$ cat src/rtl/kamacore_pipeline_ctrl.sv
// rtl/kamacore_pipeline_ctrl.sv - hazard and pipeline-control unit for the kamacore in-order pipeline
//
// Purpose:
//    Generates the PC hold plus per-pipeline-register hold and flush vectors
//    for an NUM_STAGES-deep in-order pipeline. Pipeline registers are indexed
//    0 (IF/ID) to NUM_STAGES-2 (MEM/WB). There are three stall sources, listed
//    from highest to lowest priority:
//       - data-memory back-pressure (mem_busy), watched by a timeout watchdog;
//       - load-use hazards, which insert LOAD_USE_CYCLES bubbles;
//       - taken branches resolved in ID, which flush IF/ID.
//    All outputs are combinational from the current state and inputs, so a
//    hazard takes effect in the same cycle it is presented.
//
// Optional feature:
//    KAMACORE_PIPELINE_PERF_EN adds the stall_cycles and flush_count
//    performance counters, both PERF_WIDTH bits wide and wrapping.
//
// Ports:
//    clk              clock; all state changes on the rising edge
//    rst              asynchronous active-low reset
//    id_rs1_a/_used   rs1 address of the ID instruction, and whether ID reads rs1
//    id_rs2_a/_used   rs2 address of the ID instruction, and whether ID reads rs2
//    ex_is_load       the EX instruction is a load
//    ex_rd_a          destination address of the EX instruction
//    branch_valid     ID has resolved a taken branch or jump
//    mem_busy         data memory cannot complete the MEM access this cycle
//    pc_hold          freeze the PC
//    stage_hold       per-register hold (keep contents)
//    stage_flush      per-register flush (load a bubble)
//    stall_cycles     [perf] number of cycles with pc_hold=1
//    flush_count      [perf] number of branch flushes of IF/ID
//    mem_timeout_err  sticky watchdog error

module kamacore_pipeline_ctrl #(
   parameter int NUM_STAGES      = 5,
   parameter int REG_ADDR_WIDTH  = 5,
   parameter int LOAD_USE_CYCLES = 1,
   parameter int MEM_TIMEOUT     = 64,
   parameter int PERF_WIDTH      = 32
) (
   input  logic                      clk,
   input  logic                      rst,
   input  logic [REG_ADDR_WIDTH-1:0] id_rs1_a,
   input  logic [REG_ADDR_WIDTH-1:0] id_rs2_a,
   input  logic                      id_rs1_used,
   input  logic                      id_rs2_used,
   input  logic                      ex_is_load,
   input  logic [REG_ADDR_WIDTH-1:0] ex_rd_a,
   input  logic                      branch_valid,
   input  logic                      mem_busy,
   output logic                      pc_hold,
   output logic [NUM_STAGES-2:0]     stage_hold,
   output logic [NUM_STAGES-2:0]     stage_flush,
`ifdef KAMACORE_PIPELINE_PERF_EN
   output logic [PERF_WIDTH-1:0]     stall_cycles,
   output logic [PERF_WIDTH-1:0]     flush_count,
`endif
   output logic                      mem_timeout_err
);

   localparam int NR     = NUM_STAGES - 1;
   localparam int LU_W   = $clog2(LOAD_USE_CYCLES + 1);
   localparam int BUSY_W = (MEM_TIMEOUT > 0) ? $clog2(MEM_TIMEOUT + 1) : 1;
   localparam bit WD_EN  = (MEM_TIMEOUT > 0);

   localparam logic [BUSY_W-1:0] BUSY_MAX  = BUSY_W'(MEM_TIMEOUT);
   localparam logic [BUSY_W-1:0] BUSY_LAST = WD_EN ? BUSY_W'(MEM_TIMEOUT - 1) : '0;
   localparam logic [LU_W-1:0]   LU_LOAD   = LU_W'(LOAD_USE_CYCLES - 1);

   // Memory back-pressure: hold every register up to EX/MEM and bubble MEM/WB,
   // so the MEM-stage access is retried while the older WB instruction retires.
   localparam logic [NR-1:0] MEM_HOLD  = {1'b0, {(NR-1){1'b1}}};
   localparam logic [NR-1:0] MEM_FLUSH = {1'b1, {(NR-1){1'b0}}};
   // Load-use: keep the consumer in ID and send a bubble into EX.
   localparam logic [NR-1:0] LU_HOLD   = NR'(1);
   localparam logic [NR-1:0] LU_FLUSH  = NR'(2);
   localparam logic [NR-1:0] BR_FLUSH  = NR'(1);

   typedef enum logic {
      RUN,
      LU_STALL
   } state_t;

   state_t              state;
   logic [LU_W-1:0]     lu_cnt;
   logic [BUSY_W-1:0]   busy_cnt;
   logic                lu_hit;

   // Register x0 is hard-wired to zero, so a load targeting it never hazards.
   always_comb begin
      lu_hit = 1'b0;
      if (ex_is_load && (ex_rd_a != '0)) begin
         lu_hit = (id_rs1_used && (id_rs1_a == ex_rd_a)) ||
                  (id_rs2_used && (id_rs2_a == ex_rd_a));
      end
   end

   // Output decode. branch_valid is only honoured when nothing stalls ID;
   // a stalled branch is re-resolved once it advances.
   always_comb begin
      pc_hold     = 1'b0;
      stage_hold  = '0;
      stage_flush = '0;
      if (!rst) begin
         stage_flush = '1;
      end else if (mem_busy) begin
         pc_hold     = 1'b1;
         stage_hold  = MEM_HOLD;
         stage_flush = MEM_FLUSH;
      end else if ((state == LU_STALL) || lu_hit) begin
         pc_hold     = 1'b1;
         stage_hold  = LU_HOLD;
         stage_flush = LU_FLUSH;
      end else if (branch_valid) begin
         stage_flush = BR_FLUSH;
      end
   end

   // Load-use bubble sequencer. The first bubble is issued from RUN on the
   // hit itself; LU_STALL covers the remaining LOAD_USE_CYCLES-1 bubbles.
   // Memory back-pressure freezes the sequence.
   always_ff @(posedge clk or negedge rst) begin
      if (!rst) begin
         state  <= RUN;
         lu_cnt <= '0;
      end else if (!mem_busy) begin
         case (state)
            RUN: begin
               if (lu_hit && (LOAD_USE_CYCLES > 1)) begin
                  state  <= LU_STALL;
                  lu_cnt <= LU_LOAD;
               end
            end
            LU_STALL: begin
               if (lu_cnt <= LU_W'(1)) begin
                  state  <= RUN;
                  lu_cnt <= '0;
               end else begin
                  lu_cnt <= lu_cnt - LU_W'(1);
               end
            end
            default: begin
               state  <= RUN;
               lu_cnt <= '0;
            end
         endcase
      end
   end

   // Watchdog on consecutive busy cycles. The error is raised on the edge
   // where the count reaches MEM_TIMEOUT and is cleared only by reset.
   always_ff @(posedge clk or negedge rst) begin
      if (!rst) begin
         busy_cnt        <= '0;
         mem_timeout_err <= 1'b0;
      end else if (mem_busy) begin
         if (busy_cnt != BUSY_MAX) begin
            busy_cnt <= busy_cnt + BUSY_W'(1);
         end
         if (WD_EN && (busy_cnt == BUSY_LAST)) begin
            mem_timeout_err <= 1'b1;
         end
      end else begin
         busy_cnt <= '0;
      end
   end

`ifdef KAMACORE_PIPELINE_PERF_EN
   // Outside reset, stage_flush[0] is only raised by a branch flush.
   always_ff @(posedge clk or negedge rst) begin
      if (!rst) begin
         stall_cycles <= '0;
         flush_count  <= '0;
      end else begin
         if (pc_hold) begin
            stall_cycles <= stall_cycles + PERF_WIDTH'(1);
         end
         if (stage_flush[0]) begin
            flush_count <= flush_count + PERF_WIDTH'(1);
         end
      end
   end
`endif

endmodule

$ cat config.mk
export PLATFORM = sky130hd
export DESIGN_NAME = kamacore_pipeline_ctrl
export DESIGN_NICKNAME = d
export VERILOG_FILES = /design/src/rtl/kamacore_pipeline_ctrl.sv
export SDC_FILE = /design/constraint.sdc
export NUM_CORES = 1
export LEC_CHECK = 0
export CAP_MARGIN = 20
export CORE_ASPECT_RATIO = 1.1
export CORE_UTILIZATION = 34
export DETAILED_ROUTE_END_ITERATION = 16
export PLACE_DENSITY = 0.74
export SETUP_SLACK_MARGIN = 0.2
export SLEW_MARGIN = 20
export SYNTH_ARGS = -nofsm -noshare
export SYNTH_HDL_FRONTEND = slang
export SYNTH_SLANG_ARGS = --single-unit
$ cat constraint.sdc
create_clock -name clk -period 1.6 [get_ports clk]
set_clock_uncertainty 0.15 [all_clocks]
set_input_delay 0.32 -clock clk [delete_from_list [all_inputs] [get_ports clk]]
set_output_delay 0.32 -clock clk [all_outputs]
set_load 0.005 [all_outputs]
==> implementation parameters <==
Parameter                              Value

Status
  Outcome    finished, violations left
  Violations in the final reports    setup timing

Logic synthesis
  Dominant synthesized flop cell    sky130_fd_sc_hd__dfrtp_1
  Netlist Area Pre-Place    602 µm²
  Net count after synthesis    ~90
  Synth cell types    28
  Proportion of synthesized chip area in sequential cells    about a third
  Cell type with the highest aggregate area in the netlist    sky130_fd_sc_hd__dfrtp_1
  Avg Synthesized Cell Area    a little over 9 µm²
  Cells taking the most area after synthesis    sky130_fd_sc_hd__dfrtp_1 (33%), sky130_fd_sc_hd__xor2_1 (13%), sky130_fd_sc_hd__xnor2_1 (8.7%), sky130_fd_sc_hd__and2_1 (4.2%), sky130_fd_sc_hd__ha_1 (4.2%)
  Count of flip-flops with a built-in enable after synthesis    0
  Count of state elements after synthesis    8
  Fraction of post-synthesis cell area in the top cell type by area    between 30% and 40%
  Number of instances in the synthesized netlist    65
  Warning count from the yosys run    0
  Post-synth ARST share    100%

Finish
  Final nets    136
  Relative area change from synthesis to final layout    84.0%
  Top library cells by usage in the layout, fill and taps aside    sky130_fd_sc_hd__buf_4 (13), sky130_fd_sc_hd__buf_2 (12), sky130_fd_sc_hd__xor2_1 (7), sky130_fd_sc_hd__dfrtp_1 (7), sky130_fd_sc_hd__buf_6 (7)
  Final standard cell utilization of the core    about two thirds
  Antenna cells    0
  Most frequent standard cell in the layout excluding fill and tap cells    sky130_fd_sc_hd__buf_4
  Ratio of cells with drive above 1 in the final layout    50.0%

Die
  Site Rows    15
  Placeable core area    1610 µm²
  Die area    between 1500 and 2000 µm²
  Initial Util    between 30% and 40%
  Die width    ~42 µm
  Top Ports    32
  Y dimension of the die    46.1 µm

Power
  Post-layout power    between 500 and 600 µW
  Peak VDD IR    about 0.23 mV
  Standby leakage power    0.529 nW
  Cell area power density    slightly above 500 nW/µm²

Critical path
  Worst R2R Setup Slack    0.19 ns
  CP Launch Type    input pin
  Crit path kind    input pin to output port
  Slowest CP cell    sky130_fd_sc_hd__nor4_2
  Cell occurring most often along the worst timing path    sky130_fd_sc_hd__buf_2
  Critical register-to-register path endpoint    busy_cnt[0]
  Largest incremental delay on the critical path    slightly above 0.3 ns
  WP data arrival    ~1.5 ns
  Data required time at the worst endpoint    ~1.1 ns
  Buffering stage count on the worst path with inverters included    3
  Top cell family by delay on the critical path    buffers and inverters
  Depth of the worst register-to-register path    4
  Maximum fanout encountered on the critical timing path    3
  Nature of the critical path endpoint    output port
  Cells along the critical path    buf_2 -> xor2_1 -> nor4_2 -> a32oi_2 -> buf_4 -> o31ai_4 -> buf_2
  Reg-to-reg startpoint    busy_cnt[3]

Route
  Routed Wire Length    about 1.7 mm
  Number of nets with antenna violations after detailed routing    0
  Total vias in the final route    639
  Iteration-0 DRC Markers    2
  DRC errors left    0
  Count of TritonRoute iterations in the first routing pass    4
  WL/cell    around 14 µm
  Average via count per standard cell    5.03

Clocking
  Number of sinks driven by the clock tree    8
  Clock-pin transition on the worst setup and hold timing paths    around 0.05 ns
  Longest Clk Path Bufs    2
  TritonCTS clock tree    done
  Count of H-tree levels built during CTS    1
  Clock buffer count from CTS    3
  Clock insertion delay at the later pin of the skew report    roughly 0.26 ns
  Clock Tree Root    sky130_fd_sc_hd__clkbuf_4

Timing
  Hold_ws    between 0.09 and 0.1 ns
  Min Tclk post-route    approximately 2.0 ns
  Ratio of final minimum period to clock period    124%
  Fmax    ~500 MHz
  Worst Setup Slack, final    -0.377 ns
  Unrepaired setup endpoints after global routing    yes
  Final Hold Viols    0
  Total of endpoints with negative setup slack in the final report    4
  Post-route setup TNS    -1.45 ns
  Number of slew-limit violations in the final report    0

Global route
  Total GRT Usage    19.7%
  Largest net degree at the start of global routing    9
  Via count of the first global-routing pass    675
  Leftover overflow at the end of global routing    0
  Number of antenna violations at the first check in global routing    0
  First-pass GRT wire length    around 2.8 mm

Worst hold path
  Kind of path behind the tightest hold check    input pin to async pin

Run
  Maximum capacitance violations    0

Placement
  Routability congestion estimate    ~0.77
  Pre-CTS worst setup slack    -1.12 ns
  # port buffers    30
worst reg2reg max path: stages, from the launching register on:
cell and delay, ns:
sky130_fd_sc_hd__dfrtp_1 0.39, sky130_fd_sc_hd__nor4_2 0.29, sky130_fd_sc_hd__nand3_1 0.18, sky130_fd_sc_hd__xnor2_1 0.16
sky130_fd_sc_hd__and2_1 0.13
routing by layer:
metal,GRT usage [%],wire length (µm),vias to the layer above
li1,-,-,304
met1,19.9,590,297
met2,38.1,991,31
met3,3.53,94,7
met4,12.5,43,0
met5,0,0,-
through the flow:
step | std cells | cell area [µm²]
finish | 127 | 1110
CTS | 127 | 1070
floorplan | 65 | 607
global route | 127 | 1110
detailed placement | 116 | 962
global placement | 116 | 962
layout make-up:
| class | instances | area, µm² |
|---|---|---|
| clock buffers | 3 | 22.5 |
| flip-flops and latches | 8 | 201 |
| multi-input cells | 48 | 477 |
| well taps | 17 | 21.3 |
| inverters | 5 | 18.8 |
| repair buffers | 46 | 367 |
| fillers | 142 | 507 |
power by group:
part | switching (mW) | leakage, nW | internal [mW]
Clock | 0.0695 | 0.0138 | 0.0859
Combinational | 0.0788 | 0.407 | 0.107
Sequential | 0.0104 | 0.108 | 0.209
Total | 0.159 | 0.529 | 0.402
timing repair:
| item | 4_1_cts | 5_1_grt |
|---|---|---|
| setup endpoints to repair | 11 | 12 |
| pin swaps | 19 | 8 |
| hold endpoints to repair | 0 | 0 |
| hold buffers | 0 | 0 |
| gates resized for setup | 99 | 14 |
| setup buffers | 8 | 0 |
sequential cells by signal, summed over array words and instances, names as in the netlist:
name             cells
busy_cnt             7
mem_timeout_err      1
synthesized netlist by cell type, types with 2 or more instances:
| cell type | count |
|---|---|
| sky130_fd_sc_hd__o31ai_1 | 2 |
| sky130_fd_sc_hd__and2_1 | 4 |
| sky130_fd_sc_hd__xor2_1 | 9 |
| sky130_fd_sc_hd__nand3_1 | 4 |
| sky130_fd_sc_hd__nand2b_1 | 2 |
| sky130_fd_sc_hd__nand2_1 | 2 |
| sky130_fd_sc_hd__nor4_1 | 2 |
| sky130_fd_sc_hd__buf_4 | 3 |
| sky130_fd_sc_hd__inv_1 | 5 |
| sky130_fd_sc_hd__xnor2_1 | 6 |
| sky130_fd_sc_hd__dfrtp_1 | 8 |
| sky130_fd_sc_hd__ha_1 | 2 |
worst max-delay path by stage:
stage | startpoint | endpoint | slack [ns] | cells after the start
floorplan | ex_rd_a[3] | stage_hold[0] | -0.19 | 5
global placement | ex_rd_a[3] | pc_hold | -1.07 | 6
detailed placement | ex_rd_a[3] | stage_hold[0] | -1.12 | 6
CTS | id_rs2_a[1] | stage_flush[1] | -0.42 | 7
global route | id_rs2_a[1] | stage_flush[1] | -0.46 | 7
finish | ex_rd_a[0] | stage_hold[0] | -0.38 | 7
kinds of logic (layout without fill, tap and decap cells):
| family | count (synthesis) | count (layout) | synth area share [%] |
|---|---|---|---|
| simple gates | 21 | 21 | 21.0 |
| xor+xnor | 15 | 15 | 21.8 |
| buf+inv | 9 | 54 | 7.48 |
| compound gates | 8 | 8 | 9.98 |
| flops | 8 | 8 | 33.3 |
| fa+ha+maj | 2 | 2 | 4.16 |
| other cells | 1 | 1 | 0.623 |
| mux | 1 | 1 | 1.66 |
Note: power is estimated with default switching activity, not from simulation.
